### src/rtl/uart_dma_ctrl_pkg.sv
// Shared FSM encoding, default UART register map and channel event type for
// the UART DMA controller.
package uart_dma_ctrl_pkg;

    typedef enum logic [2:0] {
        ST_IDLE       = 3'd0,
        ST_MEM_RD     = 3'd1,
        ST_MEM_WAIT   = 3'd2,
        ST_APB_SETUP  = 3'd3,
        ST_APB_ACCESS = 3'd4,
        ST_MEM_WR     = 3'd5
    } dma_state_e;

    localparam logic [3:0] DEF_TX_DATA_ADDR = 4'h0;
    localparam logic [3:0] DEF_RX_DATA_ADDR = 4'h1;

    // Per-channel transfer outcome, raised for one cycle by the top-level FSM.
    typedef struct packed {
        logic ok;
        logic err;
    } xfer_evt_t;

    function automatic logic is_apb_phase(input dma_state_e s);
        return (s == ST_APB_SETUP) || (s == ST_APB_ACCESS);
    endfunction

endpackage

### src/rtl/uart_dma_ctrl_if.sv
// APB master bus towards the UART plus the SRAM-style memory port, bundled so
// the DMA engine and its environment share one connection.
interface uart_dma_ctrl_if #(
    parameter int ADDR_WIDTH = 4,
    parameter int DATA_WIDTH = 8,
    parameter int MEM_AW     = 10
);
    logic [ADDR_WIDTH-1:0] PADDR;
    logic                  PSELx;
    logic                  PENABLE;
    logic                  PWRITE;
    logic [DATA_WIDTH-1:0] PWDATA;
    logic                  PREADY;
    logic [DATA_WIDTH-1:0] PRDATA;
    logic                  PSLVERR;

    logic                  mem_rd_en;
    logic                  mem_wr_en;
    logic [MEM_AW-1:0]     mem_addr;
    logic [DATA_WIDTH-1:0] mem_wdata;
    logic [DATA_WIDTH-1:0] mem_rdata;

    modport master (
        output PADDR, PSELx, PENABLE, PWRITE, PWDATA,
        output mem_rd_en, mem_wr_en, mem_addr, mem_wdata,
        input  PREADY, PRDATA, PSLVERR, mem_rdata
    );

    modport slave (
        input  PADDR, PSELx, PENABLE, PWRITE, PWDATA,
        input  mem_rd_en, mem_wr_en, mem_addr, mem_wdata,
        output PREADY, PRDATA, PSLVERR, mem_rdata
    );
endinterface

### src/rtl/uart_dma_ctrl_chan_cnt.sv
// One DMA channel's bookkeeping: latches base/length on start, walks the
// address (wrapping), counts bytes down and reports active/done/err.
module dma_chan_cnt
    import uart_dma_ctrl_pkg::*;
#(
    parameter int MEM_AW = 10
) (
    input  logic              PCLK,
    input  logic              PRESETn,
    input  logic              start,
    input  logic [MEM_AW-1:0] base,
    input  logic [MEM_AW-1:0] len,
    input  xfer_evt_t         evt,
    output logic              active,
    output logic              done,
    output logic              err,
    output logic [MEM_AW-1:0] addr
);
    logic              active_q, active_d;
    logic              done_q, done_d;
    logic              err_q, err_d;
    logic [MEM_AW-1:0] addr_q, addr_d;
    logic [MEM_AW-1:0] remain_q, remain_d;

    always_comb begin
        active_d = active_q;
        done_d   = 1'b0;
        err_d    = err_q;
        addr_d   = addr_q;
        remain_d = remain_q;
        // Transfer events only occur while active, so a start that is accepted
        // never collides with one.
        if (start && !active_q) begin
            err_d = 1'b0;
            if (len == '0) begin
                done_d = 1'b1;
            end else begin
                active_d = 1'b1;
                addr_d   = base;
                remain_d = len;
            end
        end else if (evt.err) begin
            active_d = 1'b0;
            err_d    = 1'b1;
        end else if (evt.ok) begin
            addr_d   = addr_q + MEM_AW'(1);
            remain_d = remain_q - MEM_AW'(1);
            if (remain_q == MEM_AW'(1)) begin
                active_d = 1'b0;
                done_d   = 1'b1;
            end
        end
    end

    // NOTE: state flops use non-blocking assignments so every register samples
    // the pre-edge value of its _d regardless of process ordering.
    always_ff @(posedge PCLK or negedge PRESETn) begin
        if (!PRESETn) begin
            active_q <= 1'b0;
            done_q   <= 1'b0;
            err_q    <= 1'b0;
            addr_q   <= '0;
            remain_q <= '0;
        end else begin
            active_q <= active_d;
            done_q   <= done_d;
            err_q    <= err_d;
            addr_q   <= addr_d;
            remain_q <= remain_d;
        end
    end

    assign active = active_q;
    assign done   = done_q;
    assign err    = err_q;
    assign addr   = addr_q;

endmodule

### src/rtl/uart_dma_ctrl.sv
// DMA engine in front of the APB UART: moves bytes memory->UART TX data
// register and UART RX data register->memory, one APB transfer at a time.
module uart_dma_ctrl
    import uart_dma_ctrl_pkg::*;
#(
    parameter int                    ADDR_WIDTH   = 4,
    parameter int                    DATA_WIDTH   = 8,
    parameter int                    MEM_AW       = 10,
    parameter logic [ADDR_WIDTH-1:0] TX_DATA_ADDR = ADDR_WIDTH'(DEF_TX_DATA_ADDR),
    parameter logic [ADDR_WIDTH-1:0] RX_DATA_ADDR = ADDR_WIDTH'(DEF_RX_DATA_ADDR)
) (
    input  logic              PCLK,
    input  logic              PRESETn,
    input  logic              tx_start,
    input  logic [MEM_AW-1:0] tx_base,
    input  logic [MEM_AW-1:0] tx_len,
    input  logic              rx_start,
    input  logic [MEM_AW-1:0] rx_base,
    input  logic [MEM_AW-1:0] rx_len,
    output logic              tx_active,
    output logic              rx_active,
    output logic              tx_done,
    output logic              rx_done,
    output logic              tx_err,
    output logic              rx_err,
    input  logic              dma_tx_req,
    input  logic              dma_rx_req,
    uart_dma_ctrl_if.master   bus
);
    dma_state_e            state_q, state_d;
    logic                  sel_rx_q, sel_rx_d;
    logic [ADDR_WIDTH-1:0] paddr_q, paddr_d;
    logic                  pwrite_q, pwrite_d;
    logic [DATA_WIDTH-1:0] pwdata_q, pwdata_d;
    logic [DATA_WIDTH-1:0] rdata_q, rdata_d;

    logic [MEM_AW-1:0]     tx_addr, rx_addr;
    xfer_evt_t             tx_evt, rx_evt;

    dma_chan_cnt #(.MEM_AW(MEM_AW)) u_tx_cnt (
        .PCLK    (PCLK),
        .PRESETn (PRESETn),
        .start   (tx_start),
        .base    (tx_base),
        .len     (tx_len),
        .evt     (tx_evt),
        .active  (tx_active),
        .done    (tx_done),
        .err     (tx_err),
        .addr    (tx_addr)
    );

    dma_chan_cnt #(.MEM_AW(MEM_AW)) u_rx_cnt (
        .PCLK    (PCLK),
        .PRESETn (PRESETn),
        .start   (rx_start),
        .base    (rx_base),
        .len     (rx_len),
        .evt     (rx_evt),
        .active  (rx_active),
        .done    (rx_done),
        .err     (rx_err),
        .addr    (rx_addr)
    );

    // NOTE: all control and bus registers are reset; this block holds no
    // storage array, so nothing is left to power up undefined.
    always_ff @(posedge PCLK or negedge PRESETn) begin
        if (!PRESETn) begin
            state_q  <= ST_IDLE;
            sel_rx_q <= 1'b0;
            paddr_q  <= '0;
            pwrite_q <= 1'b0;
            pwdata_q <= '0;
            rdata_q  <= '0;
        end else begin
            state_q  <= state_d;
            sel_rx_q <= sel_rx_d;
            paddr_q  <= paddr_d;
            pwrite_q <= pwrite_d;
            pwdata_q <= pwdata_d;
            rdata_q  <= rdata_d;
        end
    end

    // NOTE: every variable gets a default before the case so no path leaves
    // one unassigned, which would otherwise infer a latch.
    always_comb begin
        state_d  = state_q;
        sel_rx_d = sel_rx_q;
        paddr_d  = paddr_q;
        pwrite_d = pwrite_q;
        pwdata_d = pwdata_q;
        rdata_d  = rdata_q;
        unique case (state_q)
            // RX wins to keep the UART receive FIFO from overrunning.
            ST_IDLE: begin
                if (rx_active && dma_rx_req) begin
                    state_d  = ST_APB_SETUP;
                    sel_rx_d = 1'b1;
                    paddr_d  = RX_DATA_ADDR;
                    pwrite_d = 1'b0;
                end else if (tx_active && dma_tx_req) begin
                    state_d  = ST_MEM_RD;
                    sel_rx_d = 1'b0;
                end
            end
            ST_MEM_RD: state_d = ST_MEM_WAIT;
            ST_MEM_WAIT: begin
                state_d  = ST_APB_SETUP;
                pwdata_d = bus.mem_rdata;
                paddr_d  = TX_DATA_ADDR;
                pwrite_d = 1'b1;
            end
            ST_APB_SETUP: state_d = ST_APB_ACCESS;
            ST_APB_ACCESS: begin
                if (bus.PREADY) begin
                    if (sel_rx_q) begin
                        rdata_d = bus.PRDATA;
                        state_d = bus.PSLVERR ? ST_IDLE : ST_MEM_WR;
                    end else begin
                        state_d = ST_IDLE;
                    end
                end
            end
            ST_MEM_WR: state_d = ST_IDLE;
            default:   state_d = ST_IDLE;
        endcase
    end

    // RX bookkeeping advances as MEM_WR retires so rx_addr still points at the
    // byte being written during that cycle.
    always_comb begin
        bus.PSELx     = is_apb_phase(state_q);
        bus.PENABLE   = (state_q == ST_APB_ACCESS);
        bus.mem_rd_en = 1'b0;
        bus.mem_wr_en = 1'b0;
        bus.mem_addr  = '0;
        bus.mem_wdata = '0;
        tx_evt        = '0;
        rx_evt        = '0;
        unique case (state_q)
            ST_MEM_RD: begin
                bus.mem_rd_en = 1'b1;
                bus.mem_addr  = tx_addr;
            end
            ST_APB_ACCESS: begin
                if (bus.PREADY) begin
                    if (sel_rx_q) begin
                        rx_evt.err = bus.PSLVERR;
                    end else begin
                        tx_evt.ok  = !bus.PSLVERR;
                        tx_evt.err = bus.PSLVERR;
                    end
                end
            end
            ST_MEM_WR: begin
                bus.mem_wr_en = 1'b1;
                bus.mem_addr  = rx_addr;
                bus.mem_wdata = rdata_q;
                rx_evt.ok     = 1'b1;
            end
            default: ;
        endcase
    end

    assign bus.PADDR  = paddr_q;
    assign bus.PWRITE = pwrite_q;
    assign bus.PWDATA = pwdata_q;

endmodule
### src/flat_wrapper.sv
// flat-port wrapper written by rule: the top's interface ports become plain ports
module uart_dma_ctrl_flat import uart_dma_ctrl_pkg::*;
#(
    parameter int                    ADDR_WIDTH   = 4,
    parameter int                    DATA_WIDTH   = 8,
    parameter int                    MEM_AW       = 10,
    parameter logic [ADDR_WIDTH-1:0] TX_DATA_ADDR = ADDR_WIDTH'(DEF_TX_DATA_ADDR),
    parameter logic [ADDR_WIDTH-1:0] RX_DATA_ADDR = ADDR_WIDTH'(DEF_RX_DATA_ADDR)
)
  (PCLK, PRESETn, tx_start, tx_base, tx_len, rx_start, rx_base, rx_len, tx_active, rx_active, tx_done, rx_done, tx_err, rx_err, dma_tx_req, dma_rx_req, bus_PADDR, bus_PSELx, bus_PENABLE, bus_PWRITE, bus_PWDATA, bus_mem_rd_en, bus_mem_wr_en, bus_mem_addr, bus_mem_wdata, bus_PREADY, bus_PRDATA, bus_PSLVERR, bus_mem_rdata);
  uart_dma_ctrl_if #(.ADDR_WIDTH(ADDR_WIDTH), .DATA_WIDTH(DATA_WIDTH), .MEM_AW(MEM_AW)) bus_i ();
  input  logic PCLK;
  input  logic PRESETn;
  input  logic tx_start;
  input  logic [MEM_AW-1:0] tx_base;
  input  logic [MEM_AW-1:0] tx_len;
  input  logic rx_start;
  input  logic [MEM_AW-1:0] rx_base;
  input  logic [MEM_AW-1:0] rx_len;
  output logic tx_active;
  output logic rx_active;
  output logic tx_done;
  output logic rx_done;
  output logic tx_err;
  output logic rx_err;
  input  logic dma_tx_req;
  input  logic dma_rx_req;
  output wire logic [$bits(bus_i.PADDR)-1:0] bus_PADDR;
  output wire logic [$bits(bus_i.PSELx)-1:0] bus_PSELx;
  output wire logic [$bits(bus_i.PENABLE)-1:0] bus_PENABLE;
  output wire logic [$bits(bus_i.PWRITE)-1:0] bus_PWRITE;
  output wire logic [$bits(bus_i.PWDATA)-1:0] bus_PWDATA;
  output wire logic [$bits(bus_i.mem_rd_en)-1:0] bus_mem_rd_en;
  output wire logic [$bits(bus_i.mem_wr_en)-1:0] bus_mem_wr_en;
  output wire logic [$bits(bus_i.mem_addr)-1:0] bus_mem_addr;
  output wire logic [$bits(bus_i.mem_wdata)-1:0] bus_mem_wdata;
  input wire logic [$bits(bus_i.PREADY)-1:0] bus_PREADY;
  input wire logic [$bits(bus_i.PRDATA)-1:0] bus_PRDATA;
  input wire logic [$bits(bus_i.PSLVERR)-1:0] bus_PSLVERR;
  input wire logic [$bits(bus_i.mem_rdata)-1:0] bus_mem_rdata;
  assign bus_PADDR = bus_i.PADDR;
  assign bus_PSELx = bus_i.PSELx;
  assign bus_PENABLE = bus_i.PENABLE;
  assign bus_PWRITE = bus_i.PWRITE;
  assign bus_PWDATA = bus_i.PWDATA;
  assign bus_mem_rd_en = bus_i.mem_rd_en;
  assign bus_mem_wr_en = bus_i.mem_wr_en;
  assign bus_mem_addr = bus_i.mem_addr;
  assign bus_mem_wdata = bus_i.mem_wdata;
  assign bus_i.PREADY = bus_PREADY;
  assign bus_i.PRDATA = bus_PRDATA;
  assign bus_i.PSLVERR = bus_PSLVERR;
  assign bus_i.mem_rdata = bus_mem_rdata;
  uart_dma_ctrl #(.ADDR_WIDTH(ADDR_WIDTH), .DATA_WIDTH(DATA_WIDTH), .MEM_AW(MEM_AW), .TX_DATA_ADDR(TX_DATA_ADDR), .RX_DATA_ADDR(RX_DATA_ADDR)) u_core (.PCLK(PCLK), .PRESETn(PRESETn), .tx_start(tx_start), .tx_base(tx_base), .tx_len(tx_len), .rx_start(rx_start), .rx_base(rx_base), .rx_len(rx_len), .tx_active(tx_active), .rx_active(rx_active), .tx_done(tx_done), .rx_done(rx_done), .tx_err(tx_err), .rx_err(rx_err), .dma_tx_req(dma_tx_req), .dma_rx_req(dma_rx_req), .bus(bus_i));
endmodule
### config.mk
export PLATFORM = sky130hd
export DESIGN_NAME = uart_dma_ctrl_flat
export DESIGN_NICKNAME = d
export VERILOG_FILES = /design/src/rtl/uart_dma_ctrl_pkg.sv /design/src/rtl/uart_dma_ctrl_if.sv /design/src/rtl/uart_dma_ctrl_chan_cnt.sv /design/src/rtl/uart_dma_ctrl.sv /design/src/flat_wrapper.sv
export SDC_FILE = /design/constraint.sdc
export NUM_CORES = 1
export LEC_CHECK = 0
export CORE_MARGIN = 1.5
export CORE_UTILIZATION = 25
export DETAILED_ROUTE_END_ITERATION = 6
export GPL_TIMING_DRIVEN = 0
export PLACE_DENSITY_LB_ADDON = 0.3
export SYNTH_ARGS = -nofsm -noshare
export SYNTH_HDL_FRONTEND = slang
export SYNTH_HIERARCHICAL = 1
export SYNTH_SLANG_ARGS = --single-unit
export TNS_END_PERCENT = 20
### constraint.sdc
create_clock -name PCLK -period 5.4 [get_ports PCLK]
set_clock_uncertainty 0.2 [all_clocks]
set_input_delay 0.81 -clock PCLK [delete_from_list [all_inputs] [get_ports PCLK]]
set_output_delay 0.81 -clock PCLK [all_outputs]
set_load 0.01 [all_outputs]
==> results.json, run 1 <==
{
  "crit_type": "flip-flop to output port",
  "fin_util": 0.360,
  "yosysWarnings": 6,
  "place_congestion": 0.854,
  "rows": 45,
  "sw_frac_of_total": 0.360,
  "fin_nets": 565,
  "critical_path.most_common_cell": "buf_2",
  "root_buffer": "clkbuf_16",
  "timing.rr.end": "u_core/u_tx_cnt/addr[5]$_DFFE_PN0P_",
  "syn_area_mm2": 0.00389,
  "fmax_mhz": 305,
  "vias_per_cell": 5.25,
  "crit_chain": "buf_4, and3b_1, buf_2, buf_2, and2_1, clkdlybuf4s50_1",
  "syn_area_per_cell_um2": 10.2,
  "met2WireLength_um": 5380,
  "hpwl_um": 8830,
  "slowest_stage": "clkdlybuf4s50_1",
  "synth_flop_cell": "dfrtp_1",
  "clock_path_buffers": 2,
  "period_minus_slack_ns": 3.28,
  "start_util": 0.256,
  "period_share": 0.608,
  "drt-total-wl_um": 11900,
  "numCtsBuffers": 9,
  "path_max_fanout": 13,
  "switching_power_uw": 980,
  "synth_edf_count": 0,
  "tns_ns": 0,
  "core_area_mm2": 0.0152,
  "wl_met1_um": 5490,
  "remaining_drc_errors": 0,
  "start_kind": "flip-flop",
  "ctsHoldBuffers": 0,
  "grt_pass1_vias": 3562,
  "p_leak_nw": 2.24,
  "path_clk_slew_ns": 0.06,
  "slew_viol_final": 0,
  "syn_to_final_growth_pct": 40.7,
  "post_cts_buffers": 0,
  "grt_use_total": 0.147,
  "cts_num_sinks": 68,
  "async_reset_ff_frac": 1.00,
  "antenna_found_initial": 0,
  "hold_class": "primary input to asynchronous set/reset pin",
  "seq_power_share": 0.360,
  "grt-ovfl-total": 0,
  "dr_wl_met3_um": 874,
  "intPower_mw": 1.74,
  "firstDrtPassIters": 7,
  "maxCapViolCount": 0,
  "worstMarginPinSlew_ns": 0.592,
  "die_area_mm2": 0.0163,
  "die-width_um": 128,
  "multi_input_area_mm2": 0.00200,
  "cts_tree": "built",
  "grt_pass1_wl_um": 18800,
  "wl_per_cell_um": 17.3,
  "synth_seq_cells": 68,
  "hold_viol": 0,
  "r2r_start": "u_core/state_q[1]$_DFFE_PN0P_",
  "rrSetupSlack_ns": 2.66,
  "arrival_ns": 2.27,
  "die_h_um": 128,
  "cp-end-kind": "output port",
  "clk_latency_ns": 0.33,
  "vias": 3610,
  "ant_nets": 0,
  "p_per_area_mw_per_mm2": 497,
  "status": "complete, no violations",
  "synthCells": 380,
  "place.port_buffers": 101,
  "finalPower_mw": 2.72,
  "ys_seq_area_frac": 0.437,
  "reg2reg_depth": 8,
  "clock_power_share": 0.228,
  "combPwrFrac": 0.412,
  "drive_gt1_frac": 0.140,
  "cts_max_level": 3,
  "cp.required_ns": 4.39,
  "top_layer_used": "met4",
  "synth.distinct_cells": 57,
  "max_slew_margin": 0.603,
  "fillCellCount": 1521,
  "ir_drop_mv": 0.263,
  "setup_viol": 0,
  "slowest_delay_ns": 0.53,
  "rsz0062_at_grt": "no",
  "ioPinCount": 105,
  "grt_start_max_net_pins": 51,
  "drtIter0Drc": 310,
  "regArea_mm2": 0.00170,
  "diodes": 0,
  "post_cts_resized": 0
}
[final cells by class]
| type | count | area share |
|---|---|---|
| clock buffers | 10 | 0.0418 |
| inverters | 6 | 0.00411 |
| flip-flops and latches | 68 | 0.311 |
| multi-input cells | 286 | 0.365 |
| plain buffers | 22 | 0.0324 |
| well taps | 188 | 0.0429 |
| repair buffers | 102 | 0.189 |
| clock inverters | 5 | 0.0142 |
[power groups by stage]
stage / clock, mW / sequential [mW] / combinational (mW)
6_report: 0.620 / 0.980 / 1.12
5_1_grt: 0.665 / 1.02 / 1.23
4_1_cts: 0.642 / 0.980 / 1.12
3_5_place_dp: 0 / 0.988 / 1.11
3_3_place_gp: 0 / 0.975 / 1.09
2_1_floorplan: 0 / 0.936 / 0.684
[cell usage after synthesis (all sizes together), types with 3 or more instances]
library cell	instances	area, µm²
a22oi	3	22.5
o221a	4	45.0
and2	12	75.1
nand3	11	55.1
and3	13	86.3
or3	5	31.3
ha	6	75.1
nand4	8	50.1
a21o	3	22.5
buf	20	170
nand2b	6	37.5
o22ai	4	25.0
nor2b	5	31.3
nor3	14	70.1
a311oi	12	105
nor2	45	174
a22o	10	87.6
a211oi	20	150
dfrtp	68	1700
o21ai	9	45.0
nor3b	4	41.3
mux2	16	210
nand2	20	75.1
o32a	4	40.0
a31oi	4	25.0
a21oi	3	15.0
inv	6	22.5
nand3b	3	22.5
nor4	6	75.1
[sequential cells by signal, indices dropped and copies added (netlist names), 3 cells and up]
register / cells
u_core/u_tx_cnt/addr: 10
u_core/u_rx_cnt/remain_q: 10
u_core/u_rx_cnt/addr: 10
u_core/state_q: 3
u_core/u_tx_cnt/remain_q: 10
u_core/rdata_q: 8
u_core/bus.PWDATA: 8
[kinds of logic after synthesis]
family	synth area share
other	0.000963
adder cells (fa/ha/maj)	0.0193
multiplexers	0.0540
AND/OR/NAND/NOR	0.234
flip-flops	0.437
AO/OA/AOI/OAI	0.203
buffers and inverters	0.0514
[cells in the final DEF (no fill, tap or decap), types with 8 or more instances in the layout]
| master | count |
|---|---|
| a311oi_1 | 12 |
| mux2_2 | 8 |
| and3_1 | 12 |
| clkdlybuf4s50_1 | 100 |
| o21ai_0 | 9 |
| clkbuf_16 | 9 |
| nand4_1 | 8 |
| nor2_1 | 43 |
| mux2_4 | 8 |
| nand2_1 | 20 |
| dfrtp_1 | 68 |
| and2_1 | 12 |
| nand3_1 | 11 |
| buf_2 | 9 |
| nor3_1 | 14 |
| a22o_1 | 10 |
| a211oi_1 | 20 |
[worst max-delay path: cells and delay by family (launching register included)]
kind	cells	cell delay, ns
simple gates	2	0.37
buf+inv	4	1.20
flops	1	0.35
[per-layer routing]
layer  GRT usage  vias up
li1            -     1689
met1       0.195     1763
met2       0.225      144
met3      0.0551       14
met4      0.0423        0
met5           0        -
[worst max path at each step]
| stage | startpoint | to | slack, ns | cells after the start |
|---|---|---|---|---|
| floorplan | bus_PREADY | u_core/u_rx_cnt/addr[5]$_DFFE_PN0P_ | 2.99 | 8 |
| global placement | PRESETn | u_core/u_rx_cnt/remain_q[5]$_DFFE_PN0P_ | 0.75 | 1 |
| detailed placement | bus_PREADY | u_core/u_tx_cnt/remain_q[9]$_DFFE_PN0P_ | 1.95 | 7 |
| CTS | u_core/state_q[1]$_DFFE_PN0P_ | bus_mem_addr[8] | 2.06 | 6 |
| global route | u_core/state_q[1]$_DFFE_PN0P_ | bus_mem_wdata[1] | 1.95 | 6 |
| finish | u_core/state_q[1]$_DFFE_PN0P_ | bus_mem_wdata[1] | 2.12 | 6 |
[metrics by stage]
step	setup slack (ns)	cells	area [µm²]	hold WS (ns)
after global routing	1.95	687	5480	0.161
after global placement	0.752	671	5150	0.268
after detailed placement	1.95	672	5170	0.271
final	2.12	687	5480	0.155
after CTS	2.06	687	5480	0.149
after floorplan	2.99	382	3900	0.259
Power figures use the tool's default switching activity.
==> inputs of run 2 (changes only) <==
clock period = 3.13 ns   (was 5.4 ns; I/O delays follow)
==> run 2 against run 1 <==
  * Power increased by 73%
  * Non-clock buffer count up 1
  * Final area rose by 0.18%
  * Clock power rose by 73%
  * Combinational power grew 73%
  * Wire length up 0.50%
  * Die area is the same
  * Critical path type unchanged
==> results.json, run 2 (synthesized netlist as in run 1, its figures left out) <==
{
  "status": "complete, no violations",
  "reg2reg_depth": 8,
  "ant_nets": 0,
  "p_per_area_mw_per_mm2": 855,
  "start_kind": "flip-flop",
  "final_area_mm2": 0.00549,
  "vias": 3582,
  "fmax_mhz": 339,
  "r2r_start": "u_core/state_q[1]$_DFFE_PN0P_",
  "start_util": 0.256,
  "drt-total-wl_um": 11900,
  "pre_cts_ws_ns": 0.0193,
  "cts_tree": "built",
  "p_leak_nw": 2.24,
  "post_cts_resized": 0,
  "grt_pass1_vias": 3564,
  "drive_gt1_frac": 0.140,
  "period_share": 0.943,
  "drtIter0Drc": 288,
  "worstMarginPinSlew_ns": 0.619,
  "root_buffer": "clkbuf_16",
  "remaining_drc_errors": 0,
  "holdWs_ns": 0.281,
  "grt-ovfl-total": 0,
  "die_area_mm2": 0.0163,
  "grt_start_max_net_pins": 51,
  "grt_pass1_wl_um": 18800,
  "cp-end-kind": "output port",
  "grt_use_total": 0.147,
  "final_common_cell": "clkdlybuf4s50_1",
  "core_area_mm2": 0.0152,
  "ioPinCount": 105,
  "syn_to_final_growth_pct": 41.0,
  "die_h_um": 128,
  "numCtsBuffers": 9,
  "place_inst": 672,
  "die-width_um": 128,
  "clk_latency_ns": 0.33,
  "place_congestion": 0.854,
  "hp-start": "u_core/bus.PWRITE$_DFFE_PN0P_",
  "period_minus_slack_ns": 2.95,
  "setup_viol": 0,
  "stdcell_count": 688,
  "holdPathStages": 1,
  "rsz0062_at_grt": "no",
  "hold_viol": 0,
  "rrSetupSlack_ns": 0.36,
  "worstHoldEndpoint": "u_core/bus.PWRITE$_DFFE_PN0P_",
  "cp.required_ns": 2.46,
  "hpwl_um": 8830,
  "diodes": 0,
  "maxCapViolCount": 0,
  "timing.rr.end": "u_core/u_tx_cnt/addr[5]$_DFFE_PN0P_",
  "place.port_buffers": 101,
  "slew_viol_final": 0,
  "firstDrtPassIters": 5,
  "arrival_ns": 2.28,
  "path_clk_slew_ns": 0.05,
  "hold_class": "flip-flop to flip-flop",
  "ir_drop_mv": 0.453,
  "wl_per_cell_um": 17.3,
  "path_max_fanout": 13,
  "max_slew_margin": 0.586,
  "antenna_found_initial": 0,
  "fin_nets": 566,
  "cts_max_level": 3,
  "cts_num_sinks": 68,
  "layout_common_cells": "100 x clkdlybuf4s50_1, 68 x dfrtp_1, 43 x nor2_1, 20 x a211oi_1, 20 x nand2_1",
  "crit_type": "flip-flop to output port",
  "layout_setup_ws_ns": 0.178,
  "vias_per_cell": 5.21,
  "post_dp_cell_area_mm2": 0.00517,
  "clock_path_buffers": 2,
  "rows": 45
}
[run 2: power breakdown]
group	switching (mW)	internal (mW)
clock network	0.378	0.690
registers	0.419	1.27
logic	0.895	1.04
total	1.69	3.01
[run 2: cell type report]
| type | count | area, µm² |
|---|---|---|
| plain buffers | 22 | 178 |
| clock buffers | 10 | 229 |
| clock inverters | 5 | 77.6 |
| fillers | 1521 | 9710 |
| inverters | 6 | 22.5 |
| multi-input cells | 286 | 2000 |
| flip-flops and latches | 68 | 1700 |
| well taps | 188 | 235 |
| repair buffers | 103 | 1050 |
[run 2: per-layer routing]
metal,vias up,routed length (µm),track usage
li1,1693,-,-
met1,1740,5540,0.195
met2,139,5430,0.225
met3,10,850,0.0547
met4,0,108,0.0423
met5,-,0,0
[run 2: worst max-delay path, stage by stage (launching register included)]
cell             delay, ns
dfrtp_1               0.35
buf_4                 0.16
and3b_1               0.20
buf_2                 0.22
buf_2                 0.30
and2_1                0.17
clkdlybuf4s50_1       0.53
[run 2: timing repair]
item	CTS	global route
endpoints found under the hold margin	18	0
setup buffers	0	0
hold buffers	1	0
[run 2: how the worst max path moves through the flow]
stage	from	to	slack, ns	cells after the start
final	u_core/state_q[1]$_DFFE_PN0P_	bus_mem_wdata[1]	0.18	6
after global routing	u_core/state_q[1]$_DFFE_PN0P_	bus_mem_wdata[1]	0.02	6
after CTS	u_core/state_q[1]$_DFFE_PN0P_	bus_mem_addr[8]	0.13	6
after detailed placement	bus_PREADY	u_core/u_tx_cnt/remain_q[9]$_DFFE_PN0P_	0.02	7
after global placement	PRESETn	u_core/u_rx_cnt/remain_q[5]$_DFFE_PN0P_	-1.18	1
after floorplan	u_core/state_q[1]$_DFFE_PN0P_	u_core/u_rx_cnt/addr[4]$_DFFE_PN0P_	0.80	10
[run 2: stage by stage]
stage	power, mW	setup TNS (ns)	util
floorplan	2.80	0	-
global placement	3.57	-79.49	0.339
detailed placement	3.63	0	0.340
CTS	4.74	0	0.361
global route	5.02	0	0.361
finish	4.70	0	0.361
==> inputs of run 3 (changes only) <==
SKIP_LAST_GASP = 1   (was default)
==> results of run 3 <==
Same layout as run 2: the final DEF is identical, and so are final timing and power.
==> RTL edit: new RTL, settings of run 3 <==
The 6 states of `dma_state_e` get a one-hot encoding in 6 bits.
--- a/src/rtl/uart_dma_ctrl_pkg.sv
+++ b/src/rtl/uart_dma_ctrl_pkg.sv
@@ -4,9 +4,9 @@
 
-    typedef enum logic [2:0] {
-        ST_IDLE       = 3'd0,
-        ST_MEM_RD     = 3'd1,
-        ST_MEM_WAIT   = 3'd2,
-        ST_APB_SETUP  = 3'd3,
-        ST_APB_ACCESS = 3'd4,
-        ST_MEM_WR     = 3'd5
+    typedef enum logic [5:0] {
+        ST_IDLE       = 6'b000001,
+        ST_MEM_RD     = 6'b000010,
+        ST_MEM_WAIT   = 6'b000100,
+        ST_APB_SETUP  = 6'b001000,
+        ST_APB_ACCESS = 6'b010000,
+        ST_MEM_WR     = 6'b100000
     } dma_state_e;
Check against the original RTL: same outputs for any inputs over 4 cycles, from zero or initial values and one cycle with PRESETn low; so few cycles prove little.
==> RTL edit against run 3 <==
- power decreased by 1.8%
- final cell count rose by 6.8%
- critical path depth rose by 1
- area after synthesis up 3.0%
- maximum frequency is 1.6% lower
- sequential cell count grew 3
- setup slack got worse by 0.048 ns
- routed wire length grew 2.2%
- combinational power decreased by 13%
- cell area increased by 4.2%
- critical endpoint is now bus_mem_addr[8]
- largest power group is now sequential cells
==> RTL edit: results (changes against run 3) <==
- The transition time at the pin with the least slew margin came to 0.654 ns (+0.0350 ns).
- The path class of the tightest hold or removal check is flip-flop to flip-flop.
- The combined global-route utilization of all metal layers is 0.149 (+0.00145).
- The wire length on met1 is 5.62 mm (+1.3%).
- The detailed-placement wirelength estimate is 8.93 mm (+1.2%).
- The flow ran to the end, and the final reports show no timing, DRC or antenna violations.
- The static leakage is 0.00234 uW (+4.6%).
- The met3 global-route usage is 0.0504 (-0.00424).
- The arrival time of data at the critical path endpoint came to 2.33 ns (+0.05 ns).
- The compound-gate portion of the synthesized area came to 0.203 (-0.000338).
- The total number of yosys warnings is 6 (unchanged).
- The worst register-to-register path ends at u_core/u_rx_cnt/addr[4].
- The number of nets in the layout came to 585 (+3.4%).
- The largest voltage drop on the vdd net is 0.452 mV (-0.15%).
- Ranked by total cell area, the synthesized netlist is headed by sky130_fd_sc_hd__dfrtp_1 44%, sky130_fd_sc_hd__nor2_1 4.7%, sky130_fd_sc_hd__mux2_2 4.5%.
- The pin count of the biggest net entering global routing is 46 (-9.8%).
- The post-place setup slack was -0.0226 ns (-0.0420 ns).
- The wire length of the first global-routing pass is 19.2 mm (+2.5%).
- The amount of wire on met2 after detailed routing is 5.35 mm (-1.5%).
- The initial DRC count came to 232 (-19%).
- The multiplexer share of the synthesized area came to 0.0449 (-0.00907).
- The worst-case reg-to-reg path depth was 11 (+3).
- The parity-gate share of the synthesized area counting xor and xnor cells was 0.00218 (+0.00218).
- The power consumed by sequential cells is 1750 uW (+4%).
- The worst hold path terminates at u_core/bus.PADDR[0].
- The commonest cells after synthesis are 70 x sky130_fd_sc_hd__dfrtp_1, 50 x sky130_fd_sc_hd__nor2_1, 22 x sky130_fd_sc_hd__nand2_1.
- The timing-limited maximum frequency was 333 MHz (-1.6%).
- The logic gate share of total power was 0.365 (-0.048).
- The adder-cell area share of the yosys netlist is 0.0187 (-0.000565).
- The total length of routed wires is 12.2 mm (+2.2%).
- The worst hold path startpoint is u_core/bus.PADDR[0].
- The met2 track demand over resource in global routing was 0.224 (-0.000773).
- The met3 layer wire length in the routed design came to 983 um (+16%).
- The reg-to-reg setup timing slack is 0.16 ns (-0.20 ns).
- The vias per cell is 5.03 (-3.4%).
- The fraction of layout instances using a drive strength above 1 is 0.154 (+0.0141).
- The critical path starts at u_core/state_q[2].
- The placer congestion estimate is 0.875 (+2.5%).
- The count of cells resized by post-cts repair was 4 (+4).
- The most critical setup path has its endpoint at bus_mem_addr[8].
- The maximum net fanout on the critical path came to 10 (-3).
[RTL edit: cell types whose count changed after synthesis, moves of 3 or more]
cell	before	now
sky130_fd_sc_hd__mux2_2	8	16
sky130_fd_sc_hd__mux2_4	8	0
sky130_fd_sc_hd__nor2_1	43	50
sky130_fd_sc_hd__nor3_1	14	17
[RTL edit: logic make-up (layout without fill, tap and decap cells)]
logic type                 Yosys count  count (layout)
xor gates and xnor gates             1               1
other                                1               3
DFF                                 71              71
muxes                               16              16
AOI/OAI and AO/OA                  102             102
and+or+nand+nor                    172             172
buffers and inverters               28             148
adders and majority gates            6               6
[RTL edit: through the flow]
stage / total power, uW / instances / instance area (um^2) / hold slack (ns)
after detailed placement: 3410 / 717 / 5330 / 0.224
after global routing: 4920 / 735 / 5720 / 0.302
after CTS: 4640 / 733 / 5680 / 0.299
final: 4610 / 735 / 5720 / 0.294
after floorplan: 2730 / 399 / 4020 / -0.0261
after global placement: 3350 / 716 / 5300 / 0.278
[RTL edit: critical path, stage by stage, from the launching register on]
cell	delay (ns)
sky130_fd_sc_hd__dfrtp_1	0.37
sky130_fd_sc_hd__buf_6	0.14
sky130_fd_sc_hd__nor3_1	0.22
sky130_fd_sc_hd__nand3b_1	0.17
sky130_fd_sc_hd__nor2_2	0.16
sky130_fd_sc_hd__buf_4	0.19
sky130_fd_sc_hd__a22o_1	0.20
sky130_fd_sc_hd__clkdlybuf4s50_1	0.55
[RTL edit: cell type report]
type / count / area (um^2)
clock buffer: 9 / 225
clock inverter: 6 / 110
multi-input combinational: 300 / 2070
sequential: 71 / 1780
buffer: 21 / 176
timing repair buffer: 105 / 1060
inverter: 7 / 26.3
tap: 216 / 270
fill: 1612 / 10100
